[src/rtl/proc_pkg.sv]
// Shared definitions for the instruction sequencer and the datapath control
// unit: instruction layout, opcode values and the sequencer state encoding.
package proc_pkg;

    localparam int INSTR_W = 13;

    // Instruction field positions: [12:9] opcode, [8:6] rs, [5:3] rt, [2:0] rd
    localparam int OPC_MSB = 12;
    localparam int OPC_LSB = 9;
    localparam int RS_MSB  = 8;
    localparam int RS_LSB  = 6;
    localparam int RT_MSB  = 5;
    localparam int RT_LSB  = 3;
    localparam int RD_MSB  = 2;
    localparam int RD_LSB  = 0;

    // Opcodes understood by the control unit; OP_HALT stops the sequencer
    localparam logic [3:0] OP_ADD  = 4'h0;
    localparam logic [3:0] OP_SUB  = 4'h1;
    localparam logic [3:0] OP_AND  = 4'h2;
    localparam logic [3:0] OP_OR   = 4'h3;
    localparam logic [3:0] OP_XOR  = 4'h4;
    localparam logic [3:0] OP_SLT  = 4'h5;
    localparam logic [3:0] OP_HALT = 4'hF;

    localparam logic [3:0] HALT_OPCODE_DEF = OP_HALT;

    typedef enum logic [2:0] {
        ST_IDLE,
        ST_FETCH,
        ST_WAIT,
        ST_DECODE,
        ST_EXEC,
        ST_HALT
    } state_e;

endpackage

[src/rtl/proc_sequencer_if.sv]
// Instruction-memory and datapath connections of the sequencer. The
// sequencer is the master; memory plus datapath form the slave side.
interface proc_sequencer_if #(
    parameter int PC_W = 8
);
    import proc_pkg::*;

    logic                 imem_rd;
    logic [PC_W-1:0]      imem_addr;
    logic [INSTR_W-1:0]   imem_data;
    logic [3:0]           opcode_o;
    logic [2:0]           rs_o;
    logic [2:0]           rt_o;
    logic [2:0]           rd_o;
    logic                 exec_en;
    logic [7:0]           alu_result;

    modport master (
        output imem_rd, imem_addr, opcode_o, rs_o, rt_o, rd_o, exec_en,
        input  imem_data, alu_result
    );

    modport slave (
        input  imem_rd, imem_addr, opcode_o, rs_o, rt_o, rd_o, exec_en,
        output imem_data, alu_result
    );

endinterface

[src/rtl/proc_sequencer.sv]
// Multi-cycle instruction sequencer: FETCH -> WAIT -> DECODE -> EXEC (CPI 4).
// Holds the PC, the instruction register, the last ALU result and a
// saturating retired-instruction counter. A stop request is deferred to the
// next instruction boundary; a HALT opcode parks the sequencer until start.
module proc_sequencer
    import proc_pkg::*;
#(
    parameter int         PC_W        = 8,
    parameter logic [3:0] HALT_OPCODE = HALT_OPCODE_DEF,
    parameter int         CNT_W       = 16
) (
    input  logic                 clk,
    input  logic                 rst_n,
    input  logic                 start,
    input  logic                 stop,
    proc_sequencer_if.master     bus,
    output logic [7:0]           result_q,
    output logic                 result_valid,
    output logic [PC_W-1:0]      pc,
    output logic [CNT_W-1:0]     retired,
    output logic                 busy,
    output logic                 halted
);

    state_e               state_q, state_d;
    logic [PC_W-1:0]      pc_q, pc_d;
    logic [CNT_W-1:0]     retired_q, retired_d;
    logic [INSTR_W-1:0]   ir_q, ir_d;
    logic [7:0]           result_d;
    logic                 result_valid_q, result_valid_d;
    logic                 stop_pending_q, stop_pending_d;
    logic                 imem_rd;
    logic                 exec_en;

    // State and datapath registers; everything returns to zero / IDLE on reset
    always_ff @(posedge clk or negedge rst_n) begin
        if (!rst_n) begin
            state_q        <= ST_IDLE;
            pc_q           <= '0;
            retired_q      <= '0;
            ir_q           <= '0;
            result_q       <= '0;
            result_valid_q <= 1'b0;
            stop_pending_q <= 1'b0;
        end else begin
            // NOTE: non-blocking assignments so every register samples the
            // pre-edge values, independent of statement order.
            state_q        <= state_d;
            pc_q           <= pc_d;
            retired_q      <= retired_d;
            ir_q           <= ir_d;
            result_q       <= result_d;
            result_valid_q <= result_valid_d;
            stop_pending_q <= stop_pending_d;
        end
    end

    // Next-state and strobe logic for the fetch/decode/execute sequence
    always_comb begin
        // NOTE: every variable gets its hold/idle value first so no path
        // through the case statement leaves one unassigned (no latches).
        state_d        = state_q;
        pc_d           = pc_q;
        retired_d      = retired_q;
        ir_d           = ir_q;
        result_d       = result_q;
        result_valid_d = 1'b0;
        stop_pending_d = stop_pending_q;
        imem_rd        = 1'b0;
        exec_en        = 1'b0;

        case (state_q)
            ST_IDLE, ST_HALT: begin
                // stop is meaningless here; start always restarts from PC 0
                if (start) begin
                    state_d        = ST_FETCH;
                    pc_d           = '0;
                    retired_d      = '0;
                    stop_pending_d = 1'b0;
                end
            end
            ST_FETCH: begin
                imem_rd = 1'b1;
                if (stop) stop_pending_d = 1'b1;
                state_d = ST_WAIT;
            end
            ST_WAIT: begin
                ir_d = bus.imem_data;
                if (stop) stop_pending_d = 1'b1;
                state_d = ST_DECODE;
            end
            ST_DECODE: begin
                if (ir_q[OPC_MSB:OPC_LSB] == HALT_OPCODE) begin
                    // HALT takes precedence over any outstanding stop request
                    state_d        = ST_HALT;
                    stop_pending_d = 1'b0;
                end else begin
                    if (stop) stop_pending_d = 1'b1;
                    state_d = ST_EXEC;
                end
            end
            ST_EXEC: begin
                exec_en        = 1'b1;
                result_d       = bus.alu_result;
                result_valid_d = 1'b1;
                pc_d           = pc_q + PC_W'(1);
                retired_d      = (&retired_q) ? retired_q : retired_q + CNT_W'(1);
                if (stop_pending_q || stop) begin
                    state_d        = ST_IDLE;
                    stop_pending_d = 1'b0;
                end else begin
                    state_d = ST_FETCH;
                end
            end
            default: state_d = ST_IDLE;
        endcase
    end

    // Field outputs follow the instruction register in every state;
    // exec_en is the only qualifier the datapath should trust.
    assign bus.imem_rd   = imem_rd;
    assign bus.imem_addr = pc_q;
    assign bus.exec_en   = exec_en;
    assign bus.opcode_o  = ir_q[OPC_MSB:OPC_LSB];
    assign bus.rs_o      = ir_q[RS_MSB:RS_LSB];
    assign bus.rt_o      = ir_q[RT_MSB:RT_LSB];
    assign bus.rd_o      = ir_q[RD_MSB:RD_LSB];

    assign result_valid = result_valid_q;
    assign pc           = pc_q;
    assign retired      = retired_q;
    assign busy         = (state_q == ST_FETCH) || (state_q == ST_WAIT) ||
                          (state_q == ST_DECODE) || (state_q == ST_EXEC);
    assign halted       = (state_q == ST_HALT);

endmodule
[src/flat_wrapper.sv]
// flat-port wrapper written by rule: the top's interface ports become plain ports
module proc_sequencer_flat import proc_pkg::*;
#(
    parameter int         PC_W        = 8,
    parameter logic [3:0] HALT_OPCODE = HALT_OPCODE_DEF,
    parameter int         CNT_W       = 16
)
  (clk, rst_n, start, stop, result_q, result_valid, pc, retired, busy, halted, bus_imem_rd, bus_imem_addr, bus_opcode_o, bus_rs_o, bus_rt_o, bus_rd_o, bus_exec_en, bus_imem_data, bus_alu_result);
  proc_sequencer_if #(.PC_W(PC_W)) bus_i ();
  input  logic clk;
  input  logic rst_n;
  input  logic start;
  input  logic stop;
  output logic [7:0] result_q;
  output logic result_valid;
  output logic [PC_W-1:0] pc;
  output logic [CNT_W-1:0] retired;
  output logic busy;
  output logic halted;
  output wire logic [$bits(bus_i.imem_rd)-1:0] bus_imem_rd;
  output wire logic [$bits(bus_i.imem_addr)-1:0] bus_imem_addr;
  output wire logic [$bits(bus_i.opcode_o)-1:0] bus_opcode_o;
  output wire logic [$bits(bus_i.rs_o)-1:0] bus_rs_o;
  output wire logic [$bits(bus_i.rt_o)-1:0] bus_rt_o;
  output wire logic [$bits(bus_i.rd_o)-1:0] bus_rd_o;
  output wire logic [$bits(bus_i.exec_en)-1:0] bus_exec_en;
  input wire logic [$bits(bus_i.imem_data)-1:0] bus_imem_data;
  input wire logic [$bits(bus_i.alu_result)-1:0] bus_alu_result;
  assign bus_imem_rd = bus_i.imem_rd;
  assign bus_imem_addr = bus_i.imem_addr;
  assign bus_opcode_o = bus_i.opcode_o;
  assign bus_rs_o = bus_i.rs_o;
  assign bus_rt_o = bus_i.rt_o;
  assign bus_rd_o = bus_i.rd_o;
  assign bus_exec_en = bus_i.exec_en;
  assign bus_i.imem_data = bus_imem_data;
  assign bus_i.alu_result = bus_alu_result;
  proc_sequencer #(.PC_W(PC_W), .HALT_OPCODE(HALT_OPCODE), .CNT_W(CNT_W)) u_core (.clk(clk), .rst_n(rst_n), .start(start), .stop(stop), .bus(bus_i), .result_q(result_q), .result_valid(result_valid), .pc(pc), .retired(retired), .busy(busy), .halted(halted));
endmodule
[config.mk]
export PLATFORM = sky130hd
export DESIGN_NAME = proc_sequencer_flat
export DESIGN_NICKNAME = d
export VERILOG_FILES = /design/src/rtl/proc_pkg.sv /design/src/rtl/proc_sequencer_if.sv /design/src/rtl/proc_sequencer.sv /design/src/flat_wrapper.sv
export SDC_FILE = /design/constraint.sdc
export NUM_CORES = 1
export LEC_CHECK = 0
export CORE_MARGIN = 4
export CORE_UTILIZATION = 46
export CTS_CLUSTER_DIAMETER = 30
export CTS_CLUSTER_SIZE = 24
export DETAILED_ROUTE_END_ITERATION = 8
export PLACE_DENSITY = 0.89
export SYNTH_ARGS = -nofsm -noshare
export SYNTH_HDL_FRONTEND = slang
export SYNTH_SLANG_ARGS = --single-unit
[constraint.sdc]
create_clock -name clk -period 2.5 [get_ports clk]
set_clock_uncertainty 0.2 [all_clocks]
set_input_delay 0.5 -clock clk [delete_from_list [all_inputs] [get_ports clk]]
set_output_delay 0.5 -clock clk [all_outputs]
set_load 0.02 [all_outputs]
[Yosys cells after proc, flatten, opt, wreduce, memory -nomap -nowiden]
Index checks and enable logic that the tools add are counted.
Word-level totals
  flip-flop bits (word level): 50
  bits of input ports: 25
  logic and storage cells: 47
Operators by class
  add/sub/neg operators: 2
  equality and inequality tests: 9
  muxes and demuxes: 16
  reductions and logical operators: 13
Operator list (count)
  16-bit two-way mux: 2
  16-bit case mux with 2 select lines: 1
  16-bit by 1-bit adder with 16-bit output, second input constant: 1
  8-bit case mux with 2 select lines: 1
  16-bit AND reduction: 1
  3-bit case mux with 5 select lines: 1
  8-bit by 1-bit adder with 8-bit output, second input constant: 1
  1-bit two-way mux: 8
  8-bit two-way mux: 1
  3-bit by 2-bit == test with 1-bit output, second input constant: 2
  3-bit == test, second input constant: 2
  3-bit AND reduction: 2
  4-bit == test, second input constant: 1
  1-bit logical OR: 4
  2-bit inequality test, second input constant: 2
  1-bit case mux with 4 select lines: 1
  4-bit nonzero test: 1
  2-bit OR reduction: 2
  3-bit by 1-bit == test with 1-bit output, second input constant: 1
  3-bit zero test: 1
  3-bit two-way mux: 1
  2-bit by 1-bit inequality test with 1-bit output, second input constant: 1
  2-bit AND reduction: 1
  2-bit nonzero test: 1

[Longest topological paths before layout]
Gate-level depths: netlist (run 1).
  depth after elaboration: 4
  gate-level depth with buffers: 8
  mapped depth without buffers: 5

[Worst setup path after synthesis (run 1)]
OpenSTA, ideal clock, no wires.
  kind: register -> register
  start: reg u_core.retired_q[0] (netlist: u_core.retired[0])
  end: reg u_core.retired_q[15] (netlist: u_core.retired[15])
  library setup time: 120 ps
  arrival time: 1877 ps
  data required time: 2180 ps
  setup slack: 303 ps
  cell stages (with the launch flop): 7
  buffers on the path: 1
  clock period less this slack: 2197 ps
  path through: dfrtp_1 > ha_1 > and3_1 > clkbuf_1 > and4_4 > or4_1 > and3_1
Between the ends
  cells in the longest elaborated chain, start to end: 3
  elaborated cells on any way between the ends: 6
  those cells by class: add/sub (1); eq/ne (1); mux (2); reduce/logical (2)
Ends and longest elaborated chain
  start: declaration: line proc_sequencer.sv:27  | logic [CNT_W-1:0] retired_q, retired_d;
  start signal: assignment: line proc_sequencer.sv:50  | retired_q <= retired_d;
  16-bit by 1-bit adder with 16-bit output or 16-bit AND reduction (tied branches): line proc_sequencer.sv:107  | retired_d = (&retired_q) ? retired_q : retired_q + CNT_W'(1);
  16-bit two-way mux or 2-bit inequality test (tied branches)
  16-bit case mux with 2 select lines or 3-bit AND reduction (tied branches)
Parallel ways exist; a longest one is shown, timed or not. The select of a mux whose other input is x is not followed.
A chain may end at the register's enable or synchronous reset.

[Worst setup path after layout (run 1)]
  start: reg u_core.state_q[1]
  end: out bus_exec_en
Between the ends
  cells in the longest elaborated chain, start to end: 2
Ends and longest elaborated chain
  start: declaration: line proc_sequencer.sv:25  | state_e state_q, state_d;
  start signal: assignment: line proc_sequencer.sv:48  | state_q <= state_d;
  3-bit == test: line proc_sequencer.sv:72  | case (state_q)
  1-bit two-way mux: line proc_sequencer.sv:72
  end: declaration: line flat_wrapper.sv:26  | output wire logic [$bits(bus_i.exec_en)-1:0] bus_exec_en;
No other way between the ends.

==> summary.txt, run 1 <==
Clock tree
  • Clock insertion delay at the later pin of the skew report: 0.30 ns
  • Clock tree from TritonCTS: yes
  • Number of buffers on the longest clock path: 2
  • Clk sinks: 50
  • Root Buffer: clkbuf_8
  • Clock-pin slew on the worst setup and hold paths: 0.09 ns
  • Number of CTS-inserted buffers: 5
  • Hold-fix buffers, CTS: 0
  • Number of levels in the clock H-tree: 2

Drt
  • Wirelength, routed: about 6000 um
  • Post-DR wirelength/cell: 15.25 um
  • Count of vias placed by the detailed router: 2171
  • Number of routed nets with antenna violations: 0
  • Number of violations reported at the end of detailed-routing iteration 0: around 150
  • Post-route DRC: 0
  • Drt pass-1 iters: 4
  • Via count normalized by instance count: 5.552

Synth
  • Number of synthesized flops with an enable pin: 0
  • Share of synthesized area occupied by flip-flops and latches: about half
  • Commonest register cell after synthesis: dfrtp_1
  • YS warnings: 0
  • Most frequent cell after synthesis: dfrtp_1
  • Top post-synthesis cells by count: 50 x dfrtp_1, 34 x nand2_1, 13 x mux2_2, 13 x nor3_1
  • Cell accounting for the most synthesized area: dfrtp_1
  • Distinct cells, synth: 50
  • Proportion of netlist area held by the largest area contributor: 49.70%
  • Netlist area before placement: ~2500 sq um
  • Ys async rst share: 100.0%
  • Post-synth net total: 270
  • Number of instances in the synthesized netlist: 243
  • Flip-flop and latch count after synthesis: 50
  • Synth Area per Inst: 10.36 sq um
  • Top post-synthesis cells by area: dfrtp_1 50%, mux2_2 5.8%, nand2_1 5.1%

Status
  • Run status: finished, violations left
  • Violations in the final reports: hold timing

Place
  • DPL Wire Length: approximately 4400 um
  • GPL Wtd Cong: 0.8434
  • Area after DPL: ~3300 sq um
  • Port-buffer cells: between 80 and 90
  • Placement-stage worst setup slack: 0.06112 ns

Timing
  • Achievable Freq: approximately 440 MHz
  • Period minus WS final: 2.280 ns
  • Slew at the pin closest to its max-slew limit: 0.5698 ns
  • Final Setup Violations: 0
  • Endpoints failing hold: 24
  • Total negative setup slack: 0 ns
  • Number of max-slew violations in the final report: 0
  • Setup repair after global routing missed its margin: no
  • Final cycle utilization of the critical path: 91.20%
  • Max_slew headroom: 62.01%
  • Hold Worst Slack: -0.01603 ns
  • Slack of the critical path: roughly 0.22 ns

GRT
  • Maximum number of pins on one net before global-route repair: 31
  • Vias in the first global route: 2276
  • Initial antenna violation count: 0
  • Residual overflow from global routing: 0
  • Wire length of the first global-routing pass: 10160 um
  • Global routing usage summed across all routing layers: 19.49%

Worst setup path
  • Terminus of the critical flop-to-flop path: u_core.retired[15]
  • Top fanout value on the critical path: 9
  • Nature of the critical path endpoint: output port
  • Register-to-register path setup slack: approximately 0.33 ns
  • Critical path class: reg2out
  • Element type at the critical path start: flip-flop
  • Critical register-to-register path startpoint: u_core.retired[0]
  • Logic depth of the worst register-to-register path: 5
  • Required time of the worst setup path: about 1.8 ns
  • Arrival time reported for the critical path endpoint: 1.58 ns

Final layout
  • Number of diodes added for antenna fixing: 0
  • Post-route standard cell area excluding fillers: 3448 sq um
  • Number of nets in the layout: around 350
  • Register cell area after layout: 1251 sq um
  • Layout-stage area growth over the synthesis result: 36.98%
  • Filler Cells Inserted: about 390
  • Utilization after layout: 66.25%
  • Share of layout cells above drive strength 1: 12.77%
  • Area taken by multi-input logic gates: 1071 sq um

Floorplanning
  • Die Width: 81.98 um
  • Core Area: 5205 sq um
  • Cell Rows: 26
  • Overall die area: 6720 sq um
  • I/O pin total: 83
  • Starting utilization of the core area: 48.37%
  • Die Span Y: 81.98 um

Worst hold path
  • Class of the most critical hold timing path: in2async

Power and ir drop
  • Fraction of power spent switching nets: 38.96%
  • Proportion of power drawn by the clock network: between 10% and 20%
  • Peak VDD IR: 707.2 uV
  • Total power per unit cell area: 1047 nW/um^2
  • Switching power total: about 1.4 mW
  • Internal power consumption: 2.204 mW
  • Leakage power total: 1.518 nW
  • Fraction of power consumed by sequential logic: 35.2%
  • Combinational group share of total power: roughly half

Run
  • Max-Cap Viols: 0
registers in the layout, indices dropped and copies added, names as in the netlist:
register,cells
u_core.result_q,8
u_core.bus.imem_addr,8
u_core.state_q,3
u_core.result_valid,1
u_core.retired,16
u_core.ir_q,13
u_core.stop_pending_q,1
worst max-delay path, stage by stage (launching register included):
cell and delay [ns]:
dfrtp_1 0.47, or3b_1 0.41, clkinv_2 0.06, dlygate4sd2_1 0.34
worst max-delay path by stage:
stage	startpoint	end	slack [ns]	cells after the start
final	u_core.state_q[1]	bus_exec_en	0.22	3
after CTS	u_core.state_q[1]	bus_imem_rd	0.02	3
after detailed placement	start	u_core.retired[15]	0.06	5
after global routing	u_core.state_q[1]	bus_exec_en	0.14	3
after global placement	start	u_core.retired[15]	0.1	5
after floorplan	u_core.retired[0]	u_core.retired[15]	0.30	6
routing by layer:
metal / up-vias / global-route usage, % / wire length [um] / share of wire [%]
met1: 1024 / 22.45 / 2345 / 39
met5: - / 0 / 0 / 0
met2: 106 / 33.04 / 2895 / 49
li1: 1033 / - / - / -
met4: 0 / 5.482 / 38 / 0.64
met3: 8 / 8.333 / 683 / 11
cells in the final DEF (no fill, tap or decap), drive strengths merged, types with 3 or more instances in the layout:
cell type and instances:
buf 11, nand2 34, nor2 13, clkbuf 5, a31oi 6, mux2i 3
clkdlybuf4s50 77, a41oi 5, a21oi 6, nor4 3, inv 5, nor3 13
nand4 12, and3 9, mux2 13, nand3 5, clkinv 3, o21ai 8
and4 5, dfrtp 50
per-stage QoR:
stage | cells | hold WS (ns) | power [mW]
after detailed placement | 383 | 0.2618 | 3.089
after global routing | 391 | 0.02483 | 3.860
final | 391 | -0.01603 | 3.611
after CTS | 391 | 0.00004519 | 3.648
after floorplan | 243 | 0.004409 | 2.342
after global placement | 383 | 0.2586 | 3.037
power by group through the flow:
stage	clock, mW	combinational [mW]	sequential [mW]
2_1_floorplan	0	0.833	1.51
3_3_place_gp	0	1.77	1.26
3_5_place_dp	0	1.81	1.28
6_report	0.559	1.78	1.27
4_1_cts	0.575	1.80	1.27
5_1_grt	0.603	1.94	1.31
area by class of cell:
type	instances	area share, %
flip-flops and latches	50	36.28
multi-input cells	165	31.06
repair buffers	92	26.27
well taps	70	2.540
clock buffers	5	1.996
clock inverters	3	1.161
inverters	6	0.6894
logic make-up after synthesis:
family,after synthesis,share of synthesized area (%)
flip-flops,50,49.70
XOR/XNOR,4,1.392
adder cells (fa/ha/maj),2,0.9939
AND/OR/NAND/NOR,105,22.56
AO/OA/AOI/OAI,38,10.59
multiplexers,16,7.008
buffers and inverters,28,7.753
timing repair:
action                                  CTS  global route
pin swaps                                 0             0
endpoints found under the setup margin    2             2
endpoints found under the hold margin     0             0
buffers inserted                          0             0
resized for setup                         2             2
Power figures use the tool's default switching activity.
==> run 2: changes to the inputs <==
CAP_MARGIN = 5   (was default)
==> results of run 2 <==
No change in the layout: final DEF, timing and power equal those of run 1.
